==> config.mk <==
export PLATFORM = sky130hd
export DESIGN_NAME = div_method_unit
export DESIGN_NICKNAME = d
export VERILOG_FILES = /design/src/rtl/div_method_pkg.sv /design/src/rtl/div_core.sv /design/src/rtl/div_method_unit.sv
export SDC_FILE = /design/constraint.sdc
export NUM_CORES = 1
export LEC_CHECK = 0
export CAP_MARGIN = 20
export CELL_PAD_IN_SITES_DETAIL_PLACEMENT = 0
export CELL_PAD_IN_SITES_GLOBAL_PLACEMENT = 2
export CORE_MARGIN = 2
export CORE_UTILIZATION = 37
export DETAILED_ROUTE_END_ITERATION = 10
export GPL_ROUTABILITY_DRIVEN = 0
export PLACE_DENSITY = 0.85
export SYNTH_ARGS = -nofsm -noshare
export SYNTH_HDL_FRONTEND = slang
export SYNTH_SLANG_ARGS = --single-unit
==> constraint.sdc <==
create_clock -name clk -period 8.9 [get_ports clk]
set_input_delay 1.78 -clock clk [delete_from_list [all_inputs] [get_ports clk]]
set_output_delay 1.78 -clock clk [all_outputs]
set_load 0.01 [all_outputs]
==> src/rtl/div_method_pkg.sv <==
// Shared definitions for the div method callee: handshake FSM encoding,
// iteration counter sizing and the divide-by-zero quotient pattern.
package div_method_pkg;

   typedef enum logic [1:0] {
      S_IDLE  = 2'd0,
      S_SETUP = 2'd1,
      S_ITER  = 2'd2,
      S_FIX   = 2'd3
   } state_t;

   localparam int MAX_WIDTH = 64;

   localparam logic [MAX_WIDTH-1:0] DIV0_QUOTIENT = '1;

   function automatic int cnt_width(input int width);
      return $clog2(width);
   endfunction

endpackage

==> src/rtl/div_core.sv <==
// Restoring divider on unsigned magnitudes: start loads operands, each step retires one quotient bit MSB first.
// done is high during the final step; the caller owns all flow control, the core never stalls.
module div_core
   import div_method_pkg::*;
#(
   parameter int WIDTH = 32
) (
   input  logic             clk,
   input  logic             reset,
   input  logic             start,
   input  logic             step,
   input  logic [WIDTH:0]   dividend,
   input  logic [WIDTH:0]   divisor,
   output logic [WIDTH-1:0] quotient,
   output logic [WIDTH-1:0] remainder,
   output logic             done
);

   localparam int CW = cnt_width(WIDTH);

   logic [WIDTH-1:0] dvd_q, dvd_d;
   logic [WIDTH:0]   rem_q, rem_d;
   logic [WIDTH:0]   dvs_q, dvs_d;
   logic [CW-1:0]    cnt_q, cnt_d;
   logic [WIDTH+1:0] rem_shift;
   logic [WIDTH+1:0] trial;
   logic             keep;

   always_comb begin
      rem_shift = {rem_q, dvd_q[WIDTH-1]};
      trial     = rem_shift - {1'b0, dvs_q};
      keep      = ~trial[WIDTH+1];
      dvd_d     = dvd_q;
      rem_d     = rem_q;
      dvs_d     = dvs_q;
      cnt_d     = cnt_q;
      if (start) begin
         // The magnitude's top bit is always zero, so this clears the partial remainder.
         dvd_d = dividend[WIDTH-1:0];
         rem_d = {{WIDTH{1'b0}}, dividend[WIDTH]};
         dvs_d = divisor;
         cnt_d = CW'(WIDTH - 1);
      end else if (step) begin
         rem_d = keep ? trial[WIDTH:0] : rem_shift[WIDTH:0];
         dvd_d = {dvd_q[WIDTH-2:0], keep};
         cnt_d = cnt_q - 1'b1;
      end
   end

   always_ff @(posedge clk or negedge reset) begin
      if (!reset) begin
         dvd_q <= '0;
         rem_q <= '0;
         dvs_q <= '0;
         cnt_q <= '0;
      end else begin
         dvd_q <= dvd_d;
         rem_q <= rem_d;
         dvs_q <= dvs_d;
         cnt_q <= cnt_d;
      end
   end

   assign quotient  = dvd_q;
   assign remainder = rem_q[WIDTH-1:0];
   assign done      = (cnt_q == '0);

endmodule

==> src/rtl/div_method_unit.sv <==
// Divider callee for the req/busy/return method handshake, with a/b/r fields.
// busy lasts WIDTH+2 cycles (2 on divide by zero); req is ignored while busy, nothing is queued.
module div_method_unit
   import div_method_pkg::*;
#(
   parameter int WIDTH  = 32,
   parameter bit SIGNED = 1'b1
) (
   input  logic             clk,
   input  logic             reset,
   input  logic [WIDTH-1:0] a_in,
   input  logic             a_we,
   output logic [WIDTH-1:0] a_out,
   input  logic [WIDTH-1:0] b_in,
   input  logic             b_we,
   output logic [WIDTH-1:0] b_out,
   output logic [WIDTH-1:0] r_out,
   input  logic             div_req,
   output logic             div_busy,
   output logic [WIDTH-1:0] div_return
);

   state_t           state_q, state_d;
   logic [WIDTH-1:0] a_q, a_d, b_q, b_d, r_q, r_d, ret_q, ret_d;
   logic             neg_a_q, neg_a_d, neg_b_q, neg_b_d, div0_q, div0_d;
   logic [WIDTH:0]   a_ext, b_ext, a_mag, b_mag;
   logic             core_start, core_step, core_done;
   logic [WIDTH-1:0] core_quo, core_rem;

   // Sign-extend one bit so the magnitude of the most negative value is representable.
   always_comb begin
      a_ext = {SIGNED & a_q[WIDTH-1], a_q};
      b_ext = {SIGNED & b_q[WIDTH-1], b_q};
      a_mag = a_ext[WIDTH] ? -a_ext : a_ext;
      b_mag = b_ext[WIDTH] ? -b_ext : b_ext;
   end

   always_ff @(posedge clk or negedge reset) begin
      if (!reset) begin
         state_q <= S_IDLE;
         a_q     <= '0;
         b_q     <= '0;
         r_q     <= '0;
         ret_q   <= '0;
         neg_a_q <= 1'b0;
         neg_b_q <= 1'b0;
         div0_q  <= 1'b0;
      end else begin
         state_q <= state_d;
         a_q     <= a_d;
         b_q     <= b_d;
         r_q     <= r_d;
         ret_q   <= ret_d;
         neg_a_q <= neg_a_d;
         neg_b_q <= neg_b_d;
         div0_q  <= div0_d;
      end
   end

   always_comb begin
      state_d = state_q;
      case (state_q)
         S_IDLE:  if (div_req) state_d = S_SETUP;
         S_SETUP: state_d = (b_q == '0) ? S_FIX : S_ITER;
         S_ITER:  if (core_done) state_d = S_FIX;
         S_FIX:   state_d = S_IDLE;
         default: state_d = S_IDLE;
      endcase
   end

   always_comb begin
      div_busy   = (state_q != S_IDLE);
      core_start = (state_q == S_SETUP);
      core_step  = (state_q == S_ITER);
   end

   always_comb begin
      a_d     = a_we ? a_in : a_q;
      b_d     = b_we ? b_in : b_q;
      neg_a_d = neg_a_q;
      neg_b_d = neg_b_q;
      div0_d  = div0_q;
      ret_d   = ret_q;
      r_d     = r_q;
      if (state_q == S_SETUP) begin
         neg_a_d = a_ext[WIDTH];
         neg_b_d = b_ext[WIDTH];
         div0_d  = (b_q == '0);
      end
      if (state_q == S_FIX) begin
         // On divide by zero the core still holds |a| unshifted, so r restores a.
         if (div0_q) begin
            ret_d = DIV0_QUOTIENT[WIDTH-1:0];
            r_d   = neg_a_q ? -core_quo : core_quo;
         end else begin
            ret_d = (neg_a_q ^ neg_b_q) ? -core_quo : core_quo;
            r_d   = neg_a_q ? -core_rem : core_rem;
         end
      end
   end

   div_core #(.WIDTH(WIDTH)) u_core (
      .clk       (clk),
      .reset     (reset),
      .start     (core_start),
      .step      (core_step),
      .dividend  (a_mag),
      .divisor   (b_mag),
      .quotient  (core_quo),
      .remainder (core_rem),
      .done      (core_done)
   );

   assign a_out      = a_q;
   assign b_out      = b_q;
   assign r_out      = r_q;
   assign div_return = ret_q;

endmodule

Word-level counts from Yosys, hierarchy flattened
Index checks and enable logic that the tools add are counted.

storage, ports and cells
  register bits after elaboration = 236
  input bits = 69
  output and inout bits = 129
  logic and storage cells = 49

cells by class
  add/sub/neg operators = 6
  eq/ne operators = 5
  multiplexer cells = 18
  bitwise gates (word level) = 2
  reductions and logical operators = 6

operator list
  kind                                              number
  2-to-1 mux 32 bit                                 7
  2-to-1 mux 33 bit                                 5
  negation 33 bit                                   2
  negation 32 bit                                   2
  subtractor 34 x 33 -> 34 bit                      1
  logical NOT 32 bit                                1
  2-to-1 mux 5 bit                                  2
  one-hot mux 2 bit (4 select lines)                1
  logical NOT 5 bit                                 1
  subtractor 5 x 1 -> 5 bit, second input constant  1
  == test 2 bit, second input constant              2
  2-to-1 mux 2 bit                                  2
  nonzero test 2 bit                                2
  == test 2 x 1 -> 1 bit, second input constant     1
  logical NOT 2 bit                                 1
  != test 2 x 1 -> 1 bit, second input constant     1
  != test 2 bit, second input constant              1
  AND reduction 2 bit                               1
  2-to-1 mux 1 bit                                  1
  NOT 1 bit                                         1
  XOR 1 bit                                         1

Longest topological paths before layout
  word-level depth = 4
  mapped depth = 13
  depth with buffers taken out = 13

By module
A second synthesis with hierarchy kept.

unflattened totals
  cell total of the unflattened synthesis = 1624
  area, all modules = 15035.7 um^2

by module, submodules not included
  module           instances  cells each  area each (um^2)  seq. area each (um^2)
  div_method_unit  1          879         8406.8            3328.2
  div_core         1          745         6628.9            2577.5

Worst setup path before layout
No wires, ideal clock.

  path kind = reg-to-reg
  start = reg b_q[4], in the netlist b_out[4]
  end = reg u_core.dvs_q[30]
  setup time = 137 ps
  data arrival time = 3330 ps
  data required time = 8763 ps
  path slack = 5433 ps
  stages on the path, launching flop included = 10
  buffers on the path = 1
  period minus slack after synthesis = 3467 ps
  cell sequence = dfrtp_1 > or4_4 > or4_4 > or4_4 > or4_1 > or4_1 > buf_2 > o41ai_4 > xor2_1 > a21oi_1

between the ends
  word-level cells in the longest chain between the ends = 2

ends and longest elaborated chain
  item                    RTL line               RTL
  start, declared         div_method_unit.sv:24  logic [WIDTH-1:0] a_q, a_d, b_q, b_d, r_q, r_d, ret_q, ret_d;
  start signal, assigned  div_method_unit.sv:42  b_q <= '0;
  start signal, assigned  div_method_unit.sv:51  b_q <= b_d;
  negation 33 bit         div_method_unit.sv:35  b_mag = b_ext[WIDTH] ? -b_ext : b_ext;
  2-to-1 mux 33 bit       div_method_unit.sv:35
  end signal, assigned    div_core.sv:59         dvs_q <= dvs_d;
  end, declared           div_core.sv:23         logic [WIDTH:0] dvs_q, dvs_d;

No other way between the ends.
A chain may end at the register's enable or synchronous reset.

Final worst setup path
  start = reg a_q[31], in the netlist a_out[31]
  end = out a_out[31]

RTL lines
  item                    RTL line               RTL
  start, declared         div_method_unit.sv:24
  start signal, assigned  div_method_unit.sv:41  a_q <= '0;
  start signal, assigned  div_method_unit.sv:50  a_q <= a_d;
  end, declared           div_method_unit.sv:13  output logic [WIDTH-1:0] a_out,

No word-level cell between the ends.

==> results.json <==
{
  "netlist_instances": 1556,
  "cts.path.max_buffers": 3,
  "ys_async_sr_fraction": 1.00,
  "drv_slew": 0,
  "drc": 0,
  "clock_skew_ns": 0.0265,
  "yosysSeqAreaShare": 0.409,
  "slew_headroom": 0.359,
  "dpl.hpwl_mm": 30.8,
  "p_per_area_nw_per_um2": 387,
  "drv_cap": 0,
  "grt_pass1_wl_mm": 67.1,
  "coreArea_sq_um": 38600,
  "dr_total_vias": 11800,
  "grt_start_max_net_pins": 88,
  "cts_setup_buffers": 0,
  "tritoncts": "done",
  "critical-path-max-stage-delay_ns": 0.97,
  "num-nets-final": 1811,
  "antenna_found_initial": 0,
  "synth_edf_count": 0,
  "grt_overflow": 0,
  "hold_depth": 2,
  "grtUsageTotal": 0.205,
  "firstDrtPassIters": 5,
  "top_usage_layer": "met1",
  "synth_fp_nets": 1670,
  "period_needed_ns": 4.03,
  "final-hold-violation-count": 0,
  "initial_utilization": 0.374,
  "critPathBufInv": 1,
  "wl_per_cell_um": 18.8,
  "syn_area_per_cell_sq_um": 9.28,
  "min_path_type": "reg2reg",
  "ys_warn_count": 0,
  "min_to": "u_core.dvs_q[32]",
  "synth_area_sq_um": 14400,
  "cts_root_buffer": "clkbuf_16",
  "h-tree-depth": 1,
  "r2r_end": "u_core.rem_q[0]",
  "cp_data_arrival_time_ns": 2.25,
  "finalSetupViolations": 0,
  "die_h_um": 202,
  "fp.dieArea_sq_um": 40600,
  "met2_usage": 0.305,
  "outcome": "finished clean",
  "grt_pass1_vias": 11700,
  "hold_slack_ns": 0.491,
  "ios": 198,
  "cts_resized": 0,
  "synth_seq_cells": 236,
  "antenna_left": 0,
  "antennaDiodeCount": 0,
  "fin_crit_sh": 0.453,
  "syn2layout_area_growth_pct": 23.4,
  "finalSetupTns_ns": 0,
  "end_kind": "output pin",
  "cpLargestDelayFamily": "flip-flops",
  "io_buffers": 197,
  "use_met3": 0.0332,
  "wl_mm": 42.1,
  "fp-row-count": 72,
  "path_class": "reg2out",
  "fmax_mhz": 248,
  "cpMaxStageDelayCell": "dfrtp_1",
  "clk_latency_ns": 0.57,
  "synth_flop_cell": "dfrtp_1",
  "crit-reg2reg-launch": "u_core.rem_q[1]",
  "cts_sinks": 236,
  "grt_setup_unrepaired": "false",
  "holdCritStartpoint": "u_core.dvs_q[32]",
  "postCtsHoldBufs": 0,
  "vias_per_cell": 5.28,
  "initialDrtViolationCount": 799,
  "layout-drive-gt1-share": 0.0989,
  "path_cells": "clkdlybuf4s50_1",
  "use_met1": 0.315,
  "reg2reg_slack_ns": 5.09,
  "worstMarginPinSlew_ns": 0.961,
  "p_leak_uw": 0.00765,
  "start_kind": "register",
  "r2r_cells": 11,
  "irDropWorstVdd_mv": 0.165,
  "required_ns": 7.12,
  "cp.depth": 1,
  "crit_fanout": 35,
  "synth_cell_types": 61,
  "clk_pin_slew_ns": 0.06,
  "die_w_um": 202,
  "cts_buffers": 29
}
-- worst max-delay path by stage --
| stage | start | to |
|---|---|---|
| floorplan | b_out[4] | u_core.dvs_q[30] |
| global placement | u_core.rem_q[1] | u_core.rem_q[0] |
| detailed placement | u_core.rem_q[1] | u_core.rem_q[0] |
| CTS | a_out[31] | a_out[31] |
| global route | a_out[31] | a_out[31] |
| finish | a_out[31] | a_out[31] |
-- synthesized netlist by cell type, types with 18 or more instances --
master     number  share of area
a211oi_1       19         0.0099
xor2_1        125          0.076
clkbuf_1       86          0.022
o21ai_0        85          0.029
nand2_1       117          0.030
a21oi_1       126          0.044
o31ai_1        46          0.024
mux2_2         86          0.067
mux2i_1        33          0.023
a21o_1         34          0.018
dfrtp_1       236           0.41
o2bb2ai_1      21          0.013
o211ai_1       19         0.0099
inv_1          78          0.020
or4_1          18         0.0094
ha_1           44          0.038
xnor2_1        57          0.035
nor2_1        144          0.037
nand3_1        20         0.0069
-- metal layers --
layer / vias to the layer above / wire length, um
met1: 5720 / 21100
met3: 43 / 2280
met2: 270 / 18200
met4: 0 / 539
met5: - / 0
li1: 5778 / -
-- metrics by stage --
step | area [sq um] | utilization | total power (uW) | instances | setup WS, ns
4_1_cts | 17800 | 0.460 | 6920 | 2235 | 4.83
2_1_floorplan | 14400 | - | 4430 | 1556 | 5.43
3_3_place_gp | 16800 | 0.436 | 5630 | 2182 | 5.24
6_report | 17800 | 0.462 | 6890 | 2237 | 4.87
3_5_place_dp | 16800 | 0.436 | 5690 | 2182 | 5.10
5_1_grt | 17800 | 0.462 | 7440 | 2237 | 4.71
-- state kept, by name, summed over array words and instances, names as in the netlist --
register / flops
u_core.dvs_q: 33
u_core.rem_q: 33
a_out: 32
b_out: 32
div_return: 32
r_out: 32
u_core.quotient: 32
u_core.cnt_q: 5
state_q: 2
div0_q: 1
neg_a_q: 1
neg_b_q: 1
-- cell type report --
type                    instances  area [sq um]
flip-flops and latches        236          5910
repair buffers                213          2140
clock inverters                16           164
fillers                      3789         20700
clock buffers                  37           796
multi-input cells            1137          7860
well taps                     518           648
inverters                      80           300
-- power by group --
group | internal [uW] | switching (uW)
clock | 715 | 479
sequential | 1480 | 492
combinational | 1620 | 2100
-- cells in the final DEF, fill, tap and decap left out, types with 29 or more instances in the layout --
| cell | n |
|---|---|
| a21oi_1 | 126 |
| dfrtp_1 | 236 |
| mux2_2 | 86 |
| clkdlybuf4s50_1 | 196 |
| o31ai_1 | 46 |
| xor2_1 | 125 |
| o21ai_0 | 85 |
| nor2_1 | 144 |
| clkbuf_16 | 29 |
| xnor2_1 | 56 |
| ha_1 | 42 |
| nand2_1 | 117 |
| mux2i_1 | 33 |
| a21o_1 | 34 |
| inv_1 | 78 |
-- cell families after synthesis --
logic type	after synthesis	synth area share
AND/OR/NAND/NOR	379	0.121
adder cells (fa/ha/maj)	45	0.0395
buffers and inverters	183	0.0481
XOR/XNOR	182	0.110
multiplexers	120	0.0915
flip-flops	236	0.409
AO/OA/AOI/OAI	411	0.181
Note: power is estimated with default switching activity, not from simulation.
